<file path="src/rtl/display_arbiter_pkg.sv">
// Shared lock package: SSD character codes, requester indices, grant encoding
// and lock FSM state codes used by the display path.
package display_arbiter_pkg;

    localparam logic [4:0] SSD_0     = 5'd0;
    localparam logic [4:0] SSD_1     = 5'd1;
    localparam logic [4:0] SSD_2     = 5'd2;
    localparam logic [4:0] SSD_3     = 5'd3;
    localparam logic [4:0] SSD_4     = 5'd4;
    localparam logic [4:0] SSD_5     = 5'd5;
    localparam logic [4:0] SSD_6     = 5'd6;
    localparam logic [4:0] SSD_7     = 5'd7;
    localparam logic [4:0] SSD_8     = 5'd8;
    localparam logic [4:0] SSD_9     = 5'd9;
    localparam logic [4:0] SSD_A     = 5'd10;
    localparam logic [4:0] SSD_B     = 5'd11;
    localparam logic [4:0] SSD_C     = 5'd12;
    localparam logic [4:0] SSD_D     = 5'd13;
    localparam logic [4:0] SSD_E     = 5'd14;
    localparam logic [4:0] SSD_F     = 5'd15;
    localparam logic [4:0] SSD_L     = 5'd16;
    localparam logic [4:0] SSD_P     = 5'd17;
    localparam logic [4:0] SSD_N     = 5'd18;
    localparam logic [4:0] SSD_V     = 5'd19;
    localparam logic [4:0] SSD_DASH  = 5'd20;
    localparam logic [4:0] SSD_UNDER = 5'd21;
    localparam logic [4:0] SSD_BLANK = 5'd22;

    localparam logic [19:0] BLANK_WORD = {SSD_BLANK, SSD_BLANK, SSD_BLANK, SSD_BLANK};

    localparam int REQ_LOCK    = 0;
    localparam int REQ_SCROLL  = 1;
    localparam int REQ_LOCKOUT = 2;

    typedef enum logic [2:0] {
        GNT_NONE    = 3'b000,
        GNT_LOCK    = 3'b001,
        GNT_SCROLL  = 3'b010,
        GNT_LOCKOUT = 3'b100
    } grant_t;

    typedef enum logic [2:0] {
        LOCK_IDLE    = 3'd0,
        LOCK_ENTRY   = 3'd1,
        LOCK_CHECK   = 3'd2,
        LOCK_OPEN    = 3'd3,
        LOCK_LOCKOUT = 3'd4
    } lock_state_t;

    function automatic grant_t pick_owner(input logic [2:0] r);
        if (r[REQ_LOCKOUT])     return GNT_LOCKOUT;
        else if (r[REQ_SCROLL]) return GNT_SCROLL;
        else if (r[REQ_LOCK])   return GNT_LOCK;
        else                    return GNT_NONE;
    endfunction

endpackage

</file>
<file path="src/rtl/ssd_decoder.sv">
// Combinational 5-bit SSD code to active-low {g,f,e,d,c,b,a} cathode pattern.
module ssd_decoder
    import display_arbiter_pkg::*;
(
    input  logic [4:0] code,
    output logic [6:0] seg
);

    always_comb begin
        seg = 7'b1111111;
        case (code)
            SSD_0:     seg = 7'b1000000;
            SSD_1:     seg = 7'b1111001;
            SSD_2:     seg = 7'b0100100;
            SSD_3:     seg = 7'b0110000;
            SSD_4:     seg = 7'b0011001;
            SSD_5:     seg = 7'b0010010;
            SSD_6:     seg = 7'b0000010;
            SSD_7:     seg = 7'b1111000;
            SSD_8:     seg = 7'b0000000;
            SSD_9:     seg = 7'b0010000;
            SSD_A:     seg = 7'b0001000;
            SSD_B:     seg = 7'b0000011;
            SSD_C:     seg = 7'b1000110;
            SSD_D:     seg = 7'b0100001;
            SSD_E:     seg = 7'b0000110;
            SSD_F:     seg = 7'b0001110;
            SSD_L:     seg = 7'b1000111;
            SSD_P:     seg = 7'b0001100;
            SSD_N:     seg = 7'b0101011;
            SSD_V:     seg = 7'b1000001;
            SSD_DASH:  seg = 7'b0111111;
            SSD_UNDER: seg = 7'b1110111;
            default:   seg = 7'b1111111;
        endcase
    end

endmodule

</file>
<file path="src/rtl/display_arbiter.sv">
// Multiplexed 4-digit SSD driver shared by three requesters; ownership only
// moves on frame boundaries so a frame is always drawn from one latched word.
//
// state       | meaning
// GNT_NONE    | idle, display blanked
// GNT_LOCK    | req[0] lock FSM owns the display
// GNT_SCROLL  | req[1] backdoor scroller owns the display
// GNT_LOCKOUT | req[2] lockout blinker owns the display
module display_arbiter
    import display_arbiter_pkg::*;
#(
    parameter int SCAN_DIV = 16,
    parameter int HOLD_MIN = 8
) (
    input  logic        clk,
    input  logic        rst,
    input  logic [2:0]  req,
    input  logic [19:0] code0,
    input  logic [19:0] code1,
    input  logic [19:0] code2,
    output logic [2:0]  grant,
    output logic [3:0]  an,
    output logic [6:0]  seg,
    output logic        frame
);

    localparam logic [15:0] DIV_LAST  = 16'(SCAN_DIV - 1);
    localparam logic [7:0]  HOLD_LAST = 8'(HOLD_MIN - 1);

    logic [15:0] div;
    logic [1:0]  idx, idx_d;
    logic [7:0]  hold_cnt, hold_d;
    logic [19:0] shadow, shadow_d;
    grant_t      gnt_q, gnt_d;
    logic        tick, boundary, keep;
    logic [4:0]  dig_code;
    logic [6:0]  seg_d;
    logic [3:0]  an_d;

    always_comb begin
        tick     = (div == DIV_LAST);
        boundary = tick && (idx == 2'd3);
        idx_d    = idx + 2'd1;
        gnt_d    = gnt_q;
        hold_d   = hold_cnt;
        shadow_d = shadow;
        keep     = 1'b0;
        if (boundary) begin
            keep = (gnt_q != GNT_NONE) && ((req & gnt_q) != 3'b000) && (hold_cnt < HOLD_LAST);
            if (!keep) gnt_d = pick_owner(req);
            if (gnt_d != gnt_q)        hold_d = 8'd0;
            else if (hold_cnt != 8'hFF) hold_d = hold_cnt + 8'd1;
            case (gnt_d)
                GNT_LOCKOUT: shadow_d = code2;
                GNT_SCROLL:  shadow_d = code1;
                GNT_LOCK:    shadow_d = code0;
                default:     shadow_d = BLANK_WORD;
            endcase
        end
        // digit about to be shown, taken from the word that will be latched
        case (idx_d)
            2'd0:    dig_code = shadow_d[19:15];
            2'd1:    dig_code = shadow_d[14:10];
            2'd2:    dig_code = shadow_d[9:5];
            default: dig_code = shadow_d[4:0];
        endcase
        an_d = (gnt_d == GNT_NONE) ? 4'b1111 : ~(4'b1000 >> idx_d);
    end

    ssd_decoder u_ssd_decoder (
        .code (dig_code),
        .seg  (seg_d)
    );

    always_ff @(posedge clk) begin
        if (!rst) begin
            div      <= 16'd0;
            idx      <= 2'd0;
            gnt_q    <= GNT_NONE;
            hold_cnt <= 8'd0;
            shadow   <= BLANK_WORD;
            an       <= 4'b1111;
            seg      <= 7'b1111111;
            frame    <= 1'b0;
        end else begin
            div      <= tick ? 16'd0 : div + 16'd1;
            frame    <= boundary;
            gnt_q    <= gnt_d;
            hold_cnt <= hold_d;
            shadow   <= shadow_d;
            if (tick) begin
                idx <= idx_d;
                an  <= an_d;
                seg <= seg_d;
            end
        end
    end

    assign grant = gnt_q;

endmodule
</file>
<file path="config.mk">
export PLATFORM = sky130hd
export DESIGN_NAME = display_arbiter
export DESIGN_NICKNAME = d
export VERILOG_FILES = /design/src/rtl/display_arbiter_pkg.sv /design/src/rtl/ssd_decoder.sv /design/src/rtl/display_arbiter.sv
export SDC_FILE = /design/constraint.sdc
export NUM_CORES = 1
export LEC_CHECK = 0
export BUFFER_PORTS_ARGS = -buffer_cell sky130_fd_sc_hd__buf_2
export CAP_MARGIN = 20
export CORE_UTILIZATION = 35
export DETAILED_ROUTE_END_ITERATION = 8
export GPL_ROUTABILITY_DRIVEN = 0
export PLACE_DENSITY = 0.65
export SLEW_MARGIN = 20
export SYNTH_ARGS = -nofsm -noshare
export SYNTH_HDL_FRONTEND = slang
export SYNTH_SLANG_ARGS = --single-unit
export TNS_END_PERCENT = 20
</file>
<file path="constraint.sdc">
create_clock -name clk -period 10.37 [get_ports clk]
set_input_delay 1.5555 -clock clk [delete_from_list [all_inputs] [get_ports clk]]
set_output_delay 1.5555 -clock clk [all_outputs]
set_load 0.03 [all_outputs]
</file>
---- Word level (Yosys, flattened, before mapping) ----
Memories as Yosys holds them, arrays and structs flattened. A register that Yosys moved wholly into a read port is not among the register bits.
Index checks and enable logic that the tools add are counted.
cells by class
  $add $sub $neg .......................... 3
  multiply operators ...................... 0
  div/mod/pow operators ................... 0
  $lt $le $gt $ge ......................... 1
  equal/unequal tests ..................... 9
  shifts and indexed selects .............. 1
  multiplexer cells ....................... 12
  bitwise gates (word level) .............. 3
  reduce and logical (&&, ||, !) cells .... 11
operator list
  cell                                                         count
  one-hot mux 20 bit (3 select lines)                          1
  2-to-1 mux 20 bit                                            1
  adder 16 x 1 -> 16 bit (second input constant)               1
  equality test 16 x 4 -> 1 bit (second input constant)        1
  2-to-1 mux 8 bit                                             2
  one-hot mux 5 bit (3 select lines)                           1
  2-to-1 mux 3 bit                                             4
  adder 8 x 1 -> 8 bit (second input constant)                 1
  less-than comparator 8 x 3 -> 1 bit (second input constant)  1
  inequality test 8 bit (second input constant)                1
  nonzero test 3 bit                                           2
  equality test 2 bit (second input constant)                  2
  2-to-1 mux 4 bit                                             1
  NOT 4 bit                                                    1
  >> shifter 4 x 2 -> 4 bit (first input constant)             1
  AND 3 bit                                                    1
  equality test 3 x 1 -> 1 bit (second input constant)         1
  equality test 3 x 2 -> 1 bit (second input constant)         1
  equality test 3 bit (second input constant)                  1
  logical AND 1 bit                                            3
  logical NOT 3 bit                                            1
  inequality test 3 bit                                        1
  adder 2 x 1 -> 2 bit (second input constant)                 1
  equality test 2 x 1 -> 1 bit (second input constant)         1
  8 further kinds                                              8
word-level totals
  register bits ........................... 54
  latch bits .............................. 0
  memory bits (writable) .................. 0
  bits in read-only memories .............. 224
  input bits .............................. 65
  output and inout bits ................... 15
  word-level logic and storage cells ...... 48
  memories kept ........................... 1
memories
  memory           words  width  rd ports  clocked after Yosys merged registers in  write ports  RTL line           source
  (no name shown)  32     7      1         1                                        0            ssd_decoder.sv:11  case (code)

---- Longest topological paths before layout ----
  depth in word-level cells ............... 10
  mapped depth ............................ 15
  gate-level depth less buffers ........... 12

---- Hierarchy ----
Synthesis repeated with hierarchy kept, for this count alone.
unflattened totals
  cell total of the unflattened synthesis .. 435
  area, all modules ....................... 3552.2 µm²
modules (own cells, without submodules)
  module           times used  cells an instance  area an instance (µm²)  sequential area each (µm²)
  display_arbiter  1           382                3163.0                  1221.2
  ssd_decoder      1           53                 389.1                   0.0

---- Least setup slack after synthesis ----
OpenSTA, ideal clock, no wires.
  kind .................................... input to register
  from .................................... in req[0]
  to ...................................... reg seg[1]
  library setup time ...................... 0.122 ns
  arrival ................................. 4.257 ns
  required time ........................... 10.248 ns
  setup slack ............................. 5.991 ns
  cell stages on the path ................. 13
  path buffers ............................ 2
  path through ............................ a222oi_1 > buf_2 > o31a_1 > clkbuf_1 > o21ai_0 > a211oi_1 > o21ai_1 > a41oi_2 > inv_1 > ha_1 > o22ai_2 > a21oi_1 > a221o_1
on the way
  longest elaborated chain between the ends .. 10
  elaborated cells between the ends (all ways) .. 15
  those cells by class .................... 3 x eq/ne; 8 x mux; 1 x bitwise; 3 x reduce/logical
ends and longest elaborated chain
  element                                               RTL line               source
  start: declaration                                    display_arbiter.sv:17  input logic [2:0] req,
  AND 3 bit                                             display_arbiter.sv:49  keep = (gnt_q != GNT_NONE) && ((req & gnt_q) != 3'b000) && (hold_cnt < HOLD_LAST);
  nonzero test 3 bit                                    display_arbiter.sv:49
  logical AND 1 bit (2 in series)                       display_arbiter.sv:49
  2-to-1 mux 3 bit (*)                                  display_arbiter.sv:50  if (!keep) gnt_d = pick_owner(req);
  2-to-1 mux 3 bit (*)                                  display_arbiter.sv:48  if (boundary) begin
  equality test 3 x 1 -> 1 bit (tied with other cells)  display_arbiter.sv:53  case (gnt_d)
  one-hot mux 20 bit (3 select lines) (*)               display_arbiter.sv:53
  2-to-1 mux 20 bit (*)                                 display_arbiter.sv:48
  one-hot mux 5 bit (3 select lines) (*)                display_arbiter.sv:61  case (idx_d)
  end: declaration                                      display_arbiter.sv:23  output logic [6:0] seg,
Every way passes the cells marked *; elsewhere a longest branch is shown, timed or not. The select of a mux whose other input is x is not followed.
A chain may end at the register's enable or synchronous reset.

---- Worst setup path in the final report ----
  from .................................... in req[0]
  to ...................................... reg seg[5]
Same word-level chain as after synthesis.

==> flow_metrics.env <==
export IMPL_final_util=0.432
export IMPL_rr_startpoint="grant[0]"
export IMPL_post_synth_top_count_cell="dfxtp_1"
export IMPL_grt_start_max_net_pins=24
export IMPL_path_clk_slew_ns=0.07
export IMPL_htreeDepth=3
export IMPL_numCtsBuffers=9
export IMPL_grt_util_met2=0.336
export IMPL_drcViolationCount=0
export IMPL_setup_viol=0
export IMPL_synth_cells=478
export IMPL_synth_common_cells="dfxtp_1, nand2_1, o21ai_0"
export IMPL_tightest_slew_ns=0.918
export IMPL_synth_seq_cells=61
export IMPL_intPower_uw=393
export IMPL_antenna_found_initial=0
export IMPL_slew_headroom=0.382
export IMPL_gr_total_overflow=0
export IMPL_synth_edff_count=0
export IMPL_clkPwrFrac=0.469
export IMPL_yosys_warnings=0
export IMPL_seqPwrFrac=0.461
export IMPL_portBuffers=79
export IMPL_dieArea_mm2=0.0114
export IMPL_cts_root_buf="clkbuf_8"
export IMPL_rsz0062_at_grt="false"
export IMPL_cts_repair_resized=0
export IMPL_reg2reg_depth=12
export IMPL_vias=3967
export IMPL_path_max_fanout=10
export IMPL_holdPathEnd="div[0]"
export IMPL_cap_violations=0
export IMPL_rr_endpoint="seg[5]"
export IMPL_grt_pass1_vias=3817
export IMPL_syn_to_final_growth_pct=17.8
export IMPL_firstDrtPassIters=5
export IMPL_viasPerCell=5.78
export IMPL_postCtsSetupRepairBufs=0
export IMPL_synth_area_leader_cell="dfxtp_1"
export IMPL_ys_seq_area_frac=0.317
export IMPL_endpoint_kind="register"
export IMPL_status="finished, final reports clean"
export IMPL_r2r_slack_ns=6.10
export IMPL_final_nets=625
export IMPL_ys_flop_type="dfxtp_1"
export IMPL_p_switching_uw=119
export IMPL_worstHoldPathCells=1
export IMPL_num_rows=37
export IMPL_ios=80
export IMPL_clock_fmax_mhz=193
export IMPL_cp_start_kind="input pin"
export IMPL_maxSlewViolCount=0
export IMPL_grt_busiest_layer="met2"
export IMPL_synth_area_top_cells="dfxtp_1, o21ai_0, ha_1"
export IMPL_synth_cell_type_count=72
export IMPL_tns_ns=0
export IMPL_cts_tree="done"
export IMPL_skew_ns=0.00989
export IMPL_grtUsageMet1=0.286
export IMPL_fillCellCount=1068
export IMPL_post_route_period_util=0.499
export IMPL_drive_gt1_frac=0.229
export IMPL_grt_pass1_wl_um=19000
export IMPL_hold_violations=0
export IMPL_gr_usage_met3=0.0438
export IMPL_wl_um=11600
export IMPL_syn_nets=558
export IMPL_ant_nets=0
export IMPL_combPwrFrac=0.070
export IMPL_synthArstFlopShare=0
export IMPL_synthDominantCellAreaShare=0.317
export IMPL_p_leak_uw=0.00174
export IMPL_postCtsHoldBufs=0
export IMPL_cts_buffer_depth=2
export IMPL_syn_avg_cell_area_um2=8.06
export IMPL_initial_utilization=0.367
export IMPL_die_w_um=107
export IMPL_diodes=0
export IMPL_hold_ws_ns=0.468
export IMPL_die_height_um=107
export IMPL_critPathRequiredTime_ns=10.57
export IMPL_ir_worst_vdd_mv=0.0678
export IMPL_power_switching_share=0.232
export IMPL_worstSetupPathType="in2reg"
export IMPL_arrival_ns=5.37
export IMPL_avgRoutedWirePerCell_um=16.9
export IMPL_hold_start="div[0]"
export IMPL_hp_class="reg2reg"
export IMPL_cts_sinks=61
export IMPL_hpwl_um=8720
export IMPL_drtIter0Drc=289
export IMPL_clock_insertion_delay_worst_skew_ns=0.34
export IMPL_syn_cell_area_mm2=0.00385
export IMPL_grtUsageTotal=0.212
export IMPL_core_area_mm2=0.0105
export IMPL_powerDensity_mw_per_mm2=113
export IMPL_min_period_ns=5.17
==> metrics by stage <==
step	total power (µW)	instances	setup slack, ns	instance area, µm²
after CTS	516	685	5.09	4530
after global placement	277	669	4.89	4310
after floorplan	258	478	5.99	3850
after detailed placement	277	669	4.73	4310
after global routing	535	686	5.04	4540
final	512	686	5.20	4540
==> flip-flops by register name, indices dropped and copies added (netlist names) <==
| register | count |
|---|---|
| an | 4 |
| frame | 1 |
| shadow | 20 |
| hold_cnt | 8 |
| idx | 2 |
| div | 16 |
| grant | 3 |
| seg | 7 |
==> critical path: stages <==
cell	delay, ns
buf_2	0.12
a222oi_1	0.79
clkbuf_2	0.29
nor4_2	0.10
or2_1	0.39
a222oi_1	0.50
a21o_1	0.18
a32o_1	0.36
inv_1	0.15
ha_1	0.24
and3_1	0.14
a2111oi_0	0.39
o311ai_1	0.16
==> kinds of logic after synthesis <==
family / count (synthesis) / synth area share
AO/OA/AOI/OAI: 163 / 0.298
adder cells (fa/ha/maj): 15 / 0.0487
AND/OR/NAND/NOR: 183 / 0.247
multiplexers: 3 / 0.00844
flip-flops: 61 / 0.317
XOR/XNOR: 16 / 0.0364
buffers and inverters: 37 / 0.0441
==> how the worst max path moves through the flow <==
stage | end | slack [ns] | from
floorplan | seg[1] | 5.99 | req[0]
global placement | seg[5] | 4.89 | req[0]
detailed placement | seg[5] | 4.73 | req[0]
CTS | seg[5] | 5.09 | req[0]
global route | seg[5] | 5.04 | req[0]
finish | seg[5] | 5.20 | req[0]
==> layer usage <==
| metal | vias to the layer above | part of all wire |
|---|---|---|
| li1 | 1916 | - |
| met1 | 1866 | 0.45 |
| met2 | 165 | 0.46 |
| met3 | 20 | 0.075 |
| met4 | 0 | 0.018 |
| met5 | - | 0 |
==> power groups by stage <==
stage               registers (µW)  logic (µW)  clock network, µW
finish                         236        36.1                240
global route                   236        39.3                259
CTS                            236        35.5                244
detailed placement             242        35.4                  0
global placement               241        35.1                  0
floorplan                      241        17.1                  0
==> cell usage in the layout (no fill, tap or decap), types with 10 or more instances in the layout <==
master    synthesis  layout
xor2_1           10      10
inv_1            10      10
ha_1             15      15
nand4_1          11      11
nand3_1          12      12
clkbuf_8          0      10
a21oi_1          26      26
nand2_1          49      49
o21ai_0          48      48
dfxtp_1          61      61
buf_2             7      79
nor2_1           44      44
==> layout make-up <==
class / count / area, µm² / area share
clock buffers: 11 / 141 / 0.0311
clock inverters: 5 / 82.6 / 0.0182
inverters: 11 / 41.3 / 0.00909
multi-input cells: 380 / 2470 / 0.544
flip-flops and latches: 61 / 1220 / 0.269
well taps: 136 / 170 / 0.0375
repair buffers: 82 / 415 / 0.0915
Note: power is estimated with default switching activity, not from simulation.
